### src/rtl/nq_accumulator.sv
// Sums NR_OF_TERMS_P sign-magnitude NQ products per frame into a wide signed accumulator.
// It emits one saturated sign-magnitude result per frame through a one-deep valid/ready register.
module nq_accumulator #(
    parameter int N_BITS_P      = 32,
    parameter int Q_BITS_P      = 15,
    parameter int NR_OF_TERMS_P = 16,
    parameter int ACC_BITS_P    = N_BITS_P + $clog2(NR_OF_TERMS_P) + 1
) (
    input  logic                clk,
    input  logic                rst_n,
    input  logic                ing_valid,
    output logic                ing_ready,
    input  logic [N_BITS_P-1:0] ing_product,
    input  logic                ing_overflow,
    output logic                egr_valid,
    input  logic                egr_ready,
    output logic [N_BITS_P-1:0] egr_sum,
    output logic                egr_overflow,
    output logic                sr_dropped
);

    localparam int CNT_W = $clog2(NR_OF_TERMS_P);
    localparam logic [CNT_W-1:0] LAST_C = CNT_W'(NR_OF_TERMS_P - 1);
    localparam logic [ACC_BITS_P-1:0] MAX_C = {{(ACC_BITS_P-N_BITS_P+1){1'b0}}, {(N_BITS_P-1){1'b1}}};

    if (NR_OF_TERMS_P < 2 || Q_BITS_P >= N_BITS_P) begin : g_bad_params
        $error("nq_accumulator: NR_OF_TERMS_P must be >= 2 and Q_BITS_P < N_BITS_P");
    end

    // Sign-magnitude to two's complement; -0 naturally maps to 0.
    function automatic logic signed [ACC_BITS_P-1:0] to_acc(input logic [N_BITS_P-1:0] p);
        logic signed [ACC_BITS_P-1:0] mag;
        mag = $signed({{(ACC_BITS_P-N_BITS_P+1){1'b0}}, p[N_BITS_P-2:0]});
        if (p[N_BITS_P-1]) begin
            to_acc = -mag;
        end else begin
            to_acc = mag;
        end
    endfunction

    // Returns {saturated, sign, magnitude}; a zero sum always carries sign 0.
    function automatic logic [N_BITS_P:0] to_nq(input logic signed [ACC_BITS_P-1:0] s);
        logic [ACC_BITS_P-1:0] abs_v;
        logic                  sign_v;
        sign_v = s[ACC_BITS_P-1];
        if (sign_v) begin
            abs_v = ACC_BITS_P'(-s);
        end else begin
            abs_v = ACC_BITS_P'(s);
        end
        if (abs_v > MAX_C) begin
            to_nq = {1'b1, sign_v, {(N_BITS_P-1){1'b1}}};
        end else begin
            to_nq = {1'b0, sign_v, abs_v[N_BITS_P-2:0]};
        end
    endfunction

    logic signed [ACC_BITS_P-1:0] acc_r;
    logic [CNT_W-1:0]             cnt_r;
    logic                         frame_ovf_r;
    logic                         alive_r;
    logic                         egr_valid_r;
    logic [N_BITS_P-1:0]          egr_sum_r;
    logic                         egr_overflow_r;
    logic                         sr_dropped_r;

    logic                         last_s;
    logic                         take_s;
    logic signed [ACC_BITS_P-1:0] sum_s;
    logic [N_BITS_P:0]            res_s;

    // The last term is only refused when the result slot stays occupied through this cycle.
    assign last_s    = (cnt_r == LAST_C);
    assign ing_ready = alive_r && !(egr_valid_r && last_s && !egr_ready);
    assign take_s    = ing_valid && ing_ready;
    assign sum_s     = acc_r + to_acc(ing_product);
    assign res_s     = to_nq(sum_s);

    // Frame accumulation: sum, term counter and frame overflow flag.
    always_ff @(posedge clk or negedge rst_n) begin
        if (!rst_n) begin
            acc_r       <= '0;
            cnt_r       <= '0;
            frame_ovf_r <= 1'b0;
            alive_r     <= 1'b0;
        end else begin
            alive_r <= 1'b1;
            if (take_s && last_s) begin
                acc_r       <= '0;
                cnt_r       <= '0;
                frame_ovf_r <= 1'b0;
            end else if (take_s) begin
                acc_r       <= sum_s;
                cnt_r       <= cnt_r + CNT_W'(1);
                frame_ovf_r <= frame_ovf_r | ing_overflow;
            end else begin
                acc_r       <= acc_r;
                cnt_r       <= cnt_r;
                frame_ovf_r <= frame_ovf_r;
            end
        end
    end

    // Result register; a completing frame overwrites a result handed off in the same cycle.
    always_ff @(posedge clk or negedge rst_n) begin
        if (!rst_n) begin
            egr_valid_r    <= 1'b0;
            egr_sum_r      <= '0;
            egr_overflow_r <= 1'b0;
        end else if (take_s && last_s) begin
            egr_valid_r    <= 1'b1;
            egr_sum_r      <= res_s[N_BITS_P-1:0];
            egr_overflow_r <= frame_ovf_r | ing_overflow | res_s[N_BITS_P];
        end else if (egr_valid_r && egr_ready) begin
            egr_valid_r    <= 1'b0;
        end else begin
            egr_valid_r    <= egr_valid_r;
        end
    end

    // Sticky record of products offered while refused.
    always_ff @(posedge clk or negedge rst_n) begin
        if (!rst_n) begin
            sr_dropped_r <= 1'b0;
        end else if (ing_valid && !ing_ready) begin
            sr_dropped_r <= 1'b1;
        end else begin
            sr_dropped_r <= sr_dropped_r;
        end
    end

    assign egr_valid    = egr_valid_r;
    assign egr_sum      = egr_sum_r;
    assign egr_overflow = egr_overflow_r;
    assign sr_dropped   = sr_dropped_r;

endmodule
### config.mk
export PLATFORM = sky130hd
export DESIGN_NAME = nq_accumulator
export DESIGN_NICKNAME = d
export VERILOG_FILES = /design/src/rtl/nq_accumulator.sv
export SDC_FILE = /design/constraint.sdc
export NUM_CORES = 1
export LEC_CHECK = 0
export BUFFER_PORTS_ARGS = -buffer_cell sky130_fd_sc_hd__buf_2
export CAP_MARGIN = 30
export CORE_UTILIZATION = 45
export DETAILED_ROUTE_END_ITERATION = 8
export GPL_TIMING_DRIVEN = 0
export PLACE_DENSITY = 0.74
export SKIP_LAST_GASP = 1
export SLEW_MARGIN = 0
export SYNTH_ARGS = -nofsm -noshare
export SYNTH_HDL_FRONTEND = slang
export SYNTH_SLANG_ARGS = --single-unit
### constraint.sdc
create_clock -name clk -period 4.5 [get_ports clk]
set_input_delay 0.45 -clock clk [delete_from_list [all_inputs] [get_ports clk]]
set_output_delay 0.45 -clock clk [all_outputs]
set_load 0.005 [all_outputs]
# Word-level counts from Yosys, hierarchy flattened
# Index checks and enable logic that the tools add are counted.
# classes
addsub	4
mul	0
n_div	0
order_cmp	1
eq_ne	1
shift	0
n_mux	11
bitwise_logic	2
reduce_logical	12
# op_table
cell	n
37-bit two-way mux	4
37-bit adder	1
37-bit by 31-bit > comparator with 1-bit output (second input constant)	1
31-bit negation with 37-bit output	1
37-bit negation	1
33-bit two-way mux	1
4-bit two-way mux	2
1-bit logical AND	7
4-bit by 1-bit adder with 4-bit output (second input constant)	1
4-bit equality test (second input constant)	1
1-bit two-way mux	4
2-bit nonzero test	2
1-bit zero test	3
1-bit bitwise OR	2
# word_totals
reg_bits	78
latchBits	0
ram_bits	0
mem_bits_ro	0
in_bits	37
output_inout_bits	36
word_cells	39
memories	0

# Longest topological paths before layout
# Gate-level depths: netlist of run 1.
# depth
ltp_word	8
mapped_depth	27
depth_no_buf	23

# Least setup slack after synthesis of run 1
# Ideal clock, no wire load.
# synth_timing
kind	in2reg
start	in ing_product[4]
end	reg egr_sum_r[21], in the netlist egr_sum[21]
setup_time_ns	0.130
arrival_ns	6.583
required_ns	4.370
setup_slack_ns	-2.213
cell_stages	25
path_buffers	3
cell_sequence	or4_1 -> or3_1 -> nor3_1 -> nand2b_1 -> nor3_1 -> nand3_1 -> or2_2 -> or4_1 -> clkbuf_1 -> o21ai_0 -> xnor2_1 -> ha_1 -> and4_2 -> a211o_1 -> or3_1 -> o211ai_2 -> a41oi_1 -> nor4b_4 -> or3b_1 -> buf_6 -> or3_4 -> o311ai_4 -> o211a_4 -> buf_12 -> a31oi_2
# synth_between
elab_chain_len	7
# synth_rtl
element	line	text
start, declared	13	input logic [N_BITS_P-1:0] ing_product,
31-bit negation with 37-bit output	35	to_acc = -mag;
37-bit two-way mux *	34	if (p[N_BITS_P-1]) begin
37-bit adder *	76	assign sum_s = acc_r + to_acc(ing_product);
37-bit negation	47	abs_v = ACC_BITS_P'(-s);
37-bit two-way mux *	46	if (sign_v) begin
37-bit by 31-bit > comparator with 1-bit output	51	if (abs_v > MAX_C) begin
33-bit two-way mux *	51	
end signal, assigned	112	egr_sum_r <= res_s[N_BITS_P-1:0];
end, declared	63	logic [N_BITS_P-1:0] egr_sum_r;
# Mark *: on every way between the ends. The rest lies on a longest branch, timed or not.
# A chain may end at the register's enable or synchronous reset.

# Worst setup path in the final report of run 1
# layout_timing
start	in ing_product[4]
end	reg egr_sum_r[12], in the netlist egr_sum[12]
# The elaborated chain is that of the path after synthesis.

==> impl_metrics.env, run 1 <==
export IMPL_status="finished with violations"
export IMPL_violations="setup timing"
export IMPL_grt_use_total_pct=26.40
export IMPL_num_io_pins=73
export IMPL_synth_top_family_by_area="compound AO/OA/AOI/OAI gates"
export IMPL_ys_seq_area_share_pct=26.96
export IMPL_vias=7259
export IMPL_rsz0062_at_grt="true"
export IMPL_drive_above_1_share_pct=35.57
export IMPL_drcViolationCount=0
export IMPL_insertedDiodeCount=0
export IMPL_drv_slew=0
export IMPL_grt_pass1_vias=6638
export IMPL_postRouteAntennaNets=0
export IMPL_min_path_cells=3
export IMPL_wl_mm=22.53
export IMPL_antenna_found_initial=0
export IMPL_grt_max_degree=67
export IMPL_critPathLaunchType="input port"
export IMPL_reg2regPathDepth=17
export IMPL_grt_overflow=0
export IMPL_postSynthCellCount=828
export IMPL_numCtsBuffers=9
export IMPL_synthArstFlopShare_pct=100.0
export IMPL_netlist_top_cell_by_area="dfrtp_1"
export IMPL_core_um2=15430
export IMPL_yosys_area_share_adder_pct=7.190
export IMPL_synth_simple_gate_area_share_pct=19.93
export IMPL_synth_enable_flop_cells=0
export IMPL_intPower_mw=4.460
export IMPL_yosysMostFrequentCell="nand2_1"
export IMPL_period_needed_ns=6.357
export IMPL_ys_flop_type="dfrtp_1"
export IMPL_cp_max_fo=7
export IMPL_synth_area_top_cells="dfrtp_1, ha_1, xnor2_1"
export IMPL_switching_power_mw=4.323
export IMPL_die_area_um2=16600
export IMPL_timing_setup_tns_ns=-66.78
export IMPL_maxCapViolations=0
export IMPL_worstSetupEndpointType="flop"
export IMPL_combPwrFrac_pct=77.0
export IMPL_power_total_mw=8.783
export IMPL_crit_top_cell="buf_4"
export IMPL_skew_ns=0.007305
export IMPL_critPathMaxStageDelay_ns=0.53
export IMPL_finalSetupViolCount=47
export IMPL_cts_buffer_depth=2
export IMPL_synth_top_area_share_pct=26.96
export IMPL_cts_sinks=78
export IMPL_ctsHtreeMaxLevel=3
export IMPL_die_width_um=128.8
export IMPL_layout_setup_ws_ns=-1.857
export IMPL_hold_path_class="input port to flop"
export IMPL_start_util_pct=46.93
export IMPL_seq_power_share_pct=13.9
export IMPL_cts_root_buf="clkbuf_16"
export IMPL_final_nets=1071
export IMPL_gp_congestion=0.9129
export IMPL_drt_wirelength_per_cell_um=18.64
export IMPL_drt_initial_drc_count=603
export IMPL_syn2layout_area_growth_pct=37.16
export IMPL_viasPerCell=6.004
export IMPL_report_final_hold_viol_count=0
export IMPL_grt_pass1_wl_mm=33.90
export IMPL_switching_share_pct=49.22
export IMPL_yosys_warnings=0
export IMPL_synth_compound_area_share_pct=29.87
export IMPL_stdcell_area_um2=9930
export IMPL_maxSlewHeadroom_pct=40.07
export IMPL_place_ws_ns=-2.531
export IMPL_hold_worst_slack_ns=0.3760
export IMPL_synth_seq_cells=78
export IMPL_port_buffer_count=71
export IMPL_hpwlAfterDp_mm=15.32
export IMPL_regToRegSetupSlack_ns=-0.28
export IMPL_synthMuxAreaShare_pct=1.002
export IMPL_synth_xor_area_share_pct=9.800
export IMPL_die_height_um=128.8
export IMPL_power_density_nw_per_um2=884.6
export IMPL_max_freq_mhz=157.3
export IMPL_cts_tree="built"
export IMPL_crit_arrival_ns=6.63
export IMPL_worstPathRequired_ns=4.77
export IMPL_rows=45
export IMPL_slowest_stage="or4_4"
export IMPL_syn_cell_area_um2=7239
export IMPL_crit_type="input port to flop"
export IMPL_clk_pin_slew_ns=0.06
export IMPL_syn_nets=906
export IMPL_synth_area_per_cell_um2=8.743
export IMPL_leakagePower_nw=4.155
export IMPL_ir_worst_vdd_v=0.0003796
export IMPL_worst_slew_pin_slew_ns=0.8908
export IMPL_clkPwrFrac_pct=9.1
export IMPL_ys_types=97
export IMPL_dpl_cell_area_um2=8059
export IMPL_clk_latency_ns=0.35
export IMPL_synthTopCellsByCount="nand2_1, dfrtp_1, nor2_1, o21ai_0, a21oi_1"
export IMPL_fin_crit_sh_pct=141.3
export IMPL_first_pass_iters=5
[worst max-delay path, delay by kind of cell]
family                     cells  cell delay [ns]
and+or+nand+nor               11             2.97
buffers and inverters         11             1.44
AOI/OAI and AO/OA              8             1.37
adders and majority gates      1             0.28
xor gates and xnor gates       1             0.13
[metal layers]
layer	vias up	track usage [%]	wire length [µm]
li1	3396	-	-
met1	3519	37.71	10010
met2	305	42.03	10420
met3	39	2.994	1642
met4	0	7.474	458
met5	-	0	0
[final timing paths]
path / startpoint / endpoint
hold / removal: ing_valid / sr_dropped$_DFFE_PN0P_
min in group asynchronous: rst_n / acc_r[7]$_DFFE_PN0P_
hold reg to reg: acc_r[4]$_DFFE_PN0P_ / acc_r[4]$_DFFE_PN0P_
setup / recovery: ing_product[4] / egr_sum[12]$_DFFE_PN0P_
max in group asynchronous: rst_n / egr_sum[27]$_DFFE_PN0P_
setup reg to reg: acc_r[0]$_DFFE_PN0P_ / egr_sum[12]$_DFFE_PN0P_
[flip-flops by register name, summed over array words and instances (netlist names)]
name / count
acc_r: 37
egr_sum: 32
cnt_r: 4
alive_r: 1
egr_overflow: 1
egr_valid: 1
frame_ovf_r: 1
sr_dropped: 1
[what timing repair did]
item | in CTS | in global routing
pin swaps | 30 | 40
setup endpoints to repair | 48 | 54
cloned | 2 | 3
hold buffers | 1 | 0
endpoints found under the hold margin | 12 | 0
gates resized for setup | 79 | 88
setup buffers | 47 | 34
[kinds of logic (layout without fill, tap and decap cells)]
| group | Yosys count | after routing |
|---|---|---|
| buffers and inverters | 62 | 232 |
| muxes | 7 | 7 |
| and+or+nand+nor | 282 | 282 |
| DFF | 78 | 78 |
| xor gates and xnor gates | 78 | 78 |
| AOI/OAI and AO/OA | 279 | 279 |
| adders and majority gates | 41 | 41 |
| other | 1 | 1 |
[final cells by class]
cell class	count	area, µm²
multi-input cells	688	5759
fillers	1254	5498
flip-flops and latches	78	1952
repair buffers	156	1225
plain buffers	38	327.8
well taps	211	264.0
clock buffers	11	232.7
inverters	22	85.08
clock inverters	5	83.83
[metrics by stage]
stage,cells,utilization [%]
floorplan,828,-
global placement,1110,52.04
detailed placement,1111,52.24
CTS,1176,59.56
global route,1209,64.36
finish,1209,64.36
[cell usage in the layout, fill, tap and decap left out, types with 6 or more instances in the layout]
| cell | Yosys | routed |
|---|---|---|
| a21o_1 | 11 | 10 |
| a21oi_1 | 50 | 37 |
| a21oi_2 | 3 | 11 |
| a22o_1 | 18 | 18 |
| a31oi_1 | 11 | 9 |
| a31oi_2 | 29 | 20 |
| a31oi_4 | 1 | 12 |
| buf_12 | 3 | 8 |
| buf_2 | 4 | 69 |
| buf_4 | 5 | 63 |
| buf_6 | 3 | 23 |
| clkbuf_1 | 20 | 20 |
| clkbuf_16 | 0 | 13 |
| dfrtp_1 | 78 | 78 |
| ha_1 | 40 | 35 |
| inv_1 | 22 | 21 |
| nand2_1 | 82 | 79 |
| nand2b_1 | 12 | 12 |
| nand3_1 | 15 | 14 |
| nand4_1 | 17 | 17 |
| nor2_1 | 73 | 69 |
| nor2b_1 | 6 | 6 |
| nor3_1 | 15 | 7 |
| o211ai_1 | 8 | 8 |
| o21a_1 | 16 | 16 |
| o21ai_0 | 52 | 36 |
| o21ai_1 | 4 | 11 |
| o21ai_2 | 4 | 11 |
| o31ai_1 | 14 | 10 |
| or4_4 | 2 | 6 |
| xnor2_1 | 49 | 42 |
| xor2_1 | 27 | 23 |
[power by group through the flow]
stage / registers (mW) / logic, mW / clock network [mW]
final: 1.22 / 6.76 / 0.796
after global routing: 1.25 / 7.23 / 0.833
after CTS: 1.21 / 5.74 / 0.799
after detailed placement: 1.21 / 4.89 / 0
after global placement: 1.21 / 4.79 / 0
after floorplan: 1.17 / 3.80 / 0
(Power assumes the default switching activity.)
==> run 2, diff against run 1 <==
ABC_AREA = 1   (was unset)
PLACE_DENSITY = 0.73   (was 0.74)
==> impl_metrics.env, run 2 <==
export IMPL_cts_sinks=78
export IMPL_intPower_mw=3.961
export IMPL_fin_util_pct=58.42
export IMPL_synth_top_area_share_pct=23.36
export IMPL_netlist_top_cell_by_area="dfrtp_1"
export IMPL_gp_congestion=0.9527
export IMPL_ctsHtreeMaxLevel=3
export IMPL_seq_power_share_pct=14.9
export IMPL_drv_slew=0
export IMPL_cts_buffer_depth=2
export IMPL_antenna_found_initial=0
export IMPL_numCtsBuffers=9
export IMPL_drive_above_1_share_pct=26.64
export IMPL_grt_overflow=0
export IMPL_drt_initial_drc_count=626
export IMPL_layout_common_cells="nand2_1, inv_1, dfrtp_1, nor2_1, buf_2"
export IMPL_crit_top_cell="nand2_2"
export IMPL_switching_power_mw=4.441
export IMPL_largest_register_ffs=37
export IMPL_synth_enable_flop_cells=0
export IMPL_grt_pass1_vias=8300
export IMPL_crit_family="simple AND/OR/NAND/NOR gates"
export IMPL_grt_use_total_pct=27.39
export IMPL_crit_arrival_ns=4.99
export IMPL_ys_flop_type="dfrtp_1"
export IMPL_fin_crit_sh_pct=105.5
export IMPL_maxCapViolations=0
export IMPL_synthArstFlopShare_pct=100.0
export IMPL_ys_types=45
export IMPL_die_height_um=138.3
export IMPL_hpwlAfterDp_mm=19.84
export IMPL_rows=49
export IMPL_cts_hold_buf=0
export IMPL_final_nets=1578
export IMPL_synth_area_per_cell_um2=6.103
export IMPL_syn2layout_area_growth_pct=26.44
export IMPL_max_freq_mhz=210.6
export IMPL_power_density_nw_per_um2=795.3
export IMPL_insertedDiodeCount=0
export IMPL_die_width_um=138.3
export IMPL_period_needed_ns=4.748
export IMPL_synth_area_top_cells="dfrtp_1, nand2_1, inv_1"
export IMPL_crit_type="input port to flop"
export IMPL_post_place_cells=1671
export IMPL_crit_buf_inv=7
export IMPL_die_area_um2=19120
export IMPL_worstPathRequired_ns=4.75
export IMPL_start_util_pct=46.20
export IMPL_hold_path_class="input port to async pin"
export IMPL_num_io_pins=73
export IMPL_core_um2=18090
export IMPL_worstSetupEndpointType="flop"
export IMPL_layout_setup_ws_ns=-0.2479
export IMPL_vias=9036
export IMPL_syn_nets=1447
export IMPL_cts_root_buf="clkbuf_16"
export IMPL_grt_pass1_wl_mm=41.17
export IMPL_yosysMostFrequentCell="nand2_1"
export IMPL_maxSlewHeadroom_pct=54.17
export IMPL_clkPwrFrac_pct=9.2
export IMPL_postSynthCellCount=1369
export IMPL_layoutNonFillerInstCount=1734
export IMPL_dpl_cell_area_um2=9039
export IMPL_wl_mm=26.16
export IMPL_postRouteAntennaNets=0
export IMPL_layout_commonest_cell="nand2_1"
export IMPL_stdcell_area_um2=10570
export IMPL_combPwrFrac_pct=75.8
export IMPL_synthTopCellsByCount="nand2_1, inv_1, nor2_1, dfrtp_1, nand3_1"
export IMPL_viasPerCell=5.211
export IMPL_violations="DRC, setup timing"
export IMPL_clk_pin_slew_ns=0.06
export IMPL_ir_worst_vdd_v=0.0004936
export IMPL_first_pass_iters=7
export IMPL_drt_wirelength_per_cell_um=15.08
export IMPL_skew_ns=0.01007
export IMPL_cp_max_fo=5
export IMPL_finalSetupViolCount=32
export IMPL_n_fill_cell=1724
export IMPL_slowest_stage="ha_4"
export IMPL_status="finished with violations"
export IMPL_clk_latency_ns=0.36
export IMPL_drcViolationCount=14
export IMPL_port_buffer_count=72
export IMPL_rsz0062_at_grt="true"
export IMPL_largest_register="acc_r"
export IMPL_switching_share_pct=52.85
export IMPL_report_final_hold_viol_count=0
export IMPL_syn_cell_area_um2=8356
export IMPL_critPathLaunchType="input port"
export IMPL_cts_tree="built"
export IMPL_critPathMaxStageDelay_ns=0.34
export IMPL_leakagePower_nw=5.609
export IMPL_worst_slew_pin_slew_ns=0.6874
export IMPL_grt_max_degree=54
export IMPL_ys_seq_area_share_pct=23.36
export IMPL_yosys_warnings=0
export IMPL_synth_seq_cells=78
-- run 2: through the flow --
step	hold WS (ns)	setup TNS, ns	power, mW	setup slack [ns]
after floorplan	0.1544	0	4.868	0.01912
after global placement	0.4389	-33.36	6.006	-1.035
after detailed placement	0.4010	-36.42	6.098	-1.123
after CTS	0.03285	-1.352	7.781	-0.07979
after global routing	0.03979	-15.29	9.048	-0.5232
final	0.01720	-6.667	8.403	-0.2479
-- run 2: kinds of logic (layout without fill, tap and decap cells) --
logic type                 after synthesis  after routing  synth area share [%]
AOI/OAI and AO/OA                      145            145                 9.943
xor gates and xnor gates                39             39                 4.088
adders and majority gates               41             41                 6.229
buffers and inverters                  278            414                 13.24
DFF                                     78             78                 23.36
other                                    1              1               0.04488
and+or+nand+nor                        787            787                 43.10
-- run 2: routing by layer --
layer / wire (µm) / up-vias / GRT usage [%] / share of wire, %
li1: - / 4520 / - / -
met1: 12180 / 4172 / 37.81 / 47
met2: 11750 / 304 / 44.12 / 45
met3: 1638 / 40 / 4.191 / 6.3
met4: 578 / 0 / 8.457 / 2.2
met5: 0 / - / 0 / 0
-- run 2: area by class of cell --
| type | count | area [µm²] | share of cell area, % |
|---|---|---|---|
| Buffer | 25 | 182.7 | 1.729 |
| Clock buffer | 13 | 260.3 | 2.463 |
| Clock inverter | 3 | 42.54 | 0.4027 |
| Timing Repair Buffer | 122 | 920.9 | 8.716 |
| Tap cell | 229 | 286.5 | 2.712 |
| Multi-Input combinational cell | 1013 | 5971 | 56.51 |
| Sequential cell | 78 | 1952 | 18.47 |
| Inverter | 251 | 949.7 | 8.989 |
-- run 2: what timing repair did --
action | in CTS | in global routing
pin swaps | 40 | 55
resized for setup | 91 | 109
gates cloned | 4 | 1
endpoints found under the hold margin | 0 | 0
setup endpoints to repair | 34 | 32
buffers inserted | 37 | 7
-- run 2: path summary, 6_finish.rpt --
path | cells past startpoint | slack, ns | from | endpoint
worst max-delay path | 33 | -0.25 | ing_product[1] | egr_sum[12]$_DFFE_PN0P_
worst min-delay path | 1 | 0.02 | rst_n | egr_sum[3]$_DFFE_PN0P_
worst max register to register | 27 | 0.82 | acc_r[0]$_DFFE_PN0P_ | egr_sum[12]$_DFFE_PN0P_
worst min register to register | 1 | 0.46 | sr_dropped$_DFFE_PN0P_ | sr_dropped$_DFFE_PN0P_
max in group asynchronous | 2 | 3.91 | rst_n | egr_sum[25]$_DFFE_PN0P_
min in group clk | 2 | 0.29 | egr_ready | egr_valid$_DFFE_PN0P_
-- run 2: power by group through the flow --
stage	logic [mW]	clock network, mW	registers [mW]
floorplan	3.67	0	1.20
global placement	4.77	0	1.24
detailed placement	4.85	0	1.24
CTS	5.76	0.778	1.24
global route	6.95	0.812	1.29
finish	6.37	0.777	1.26
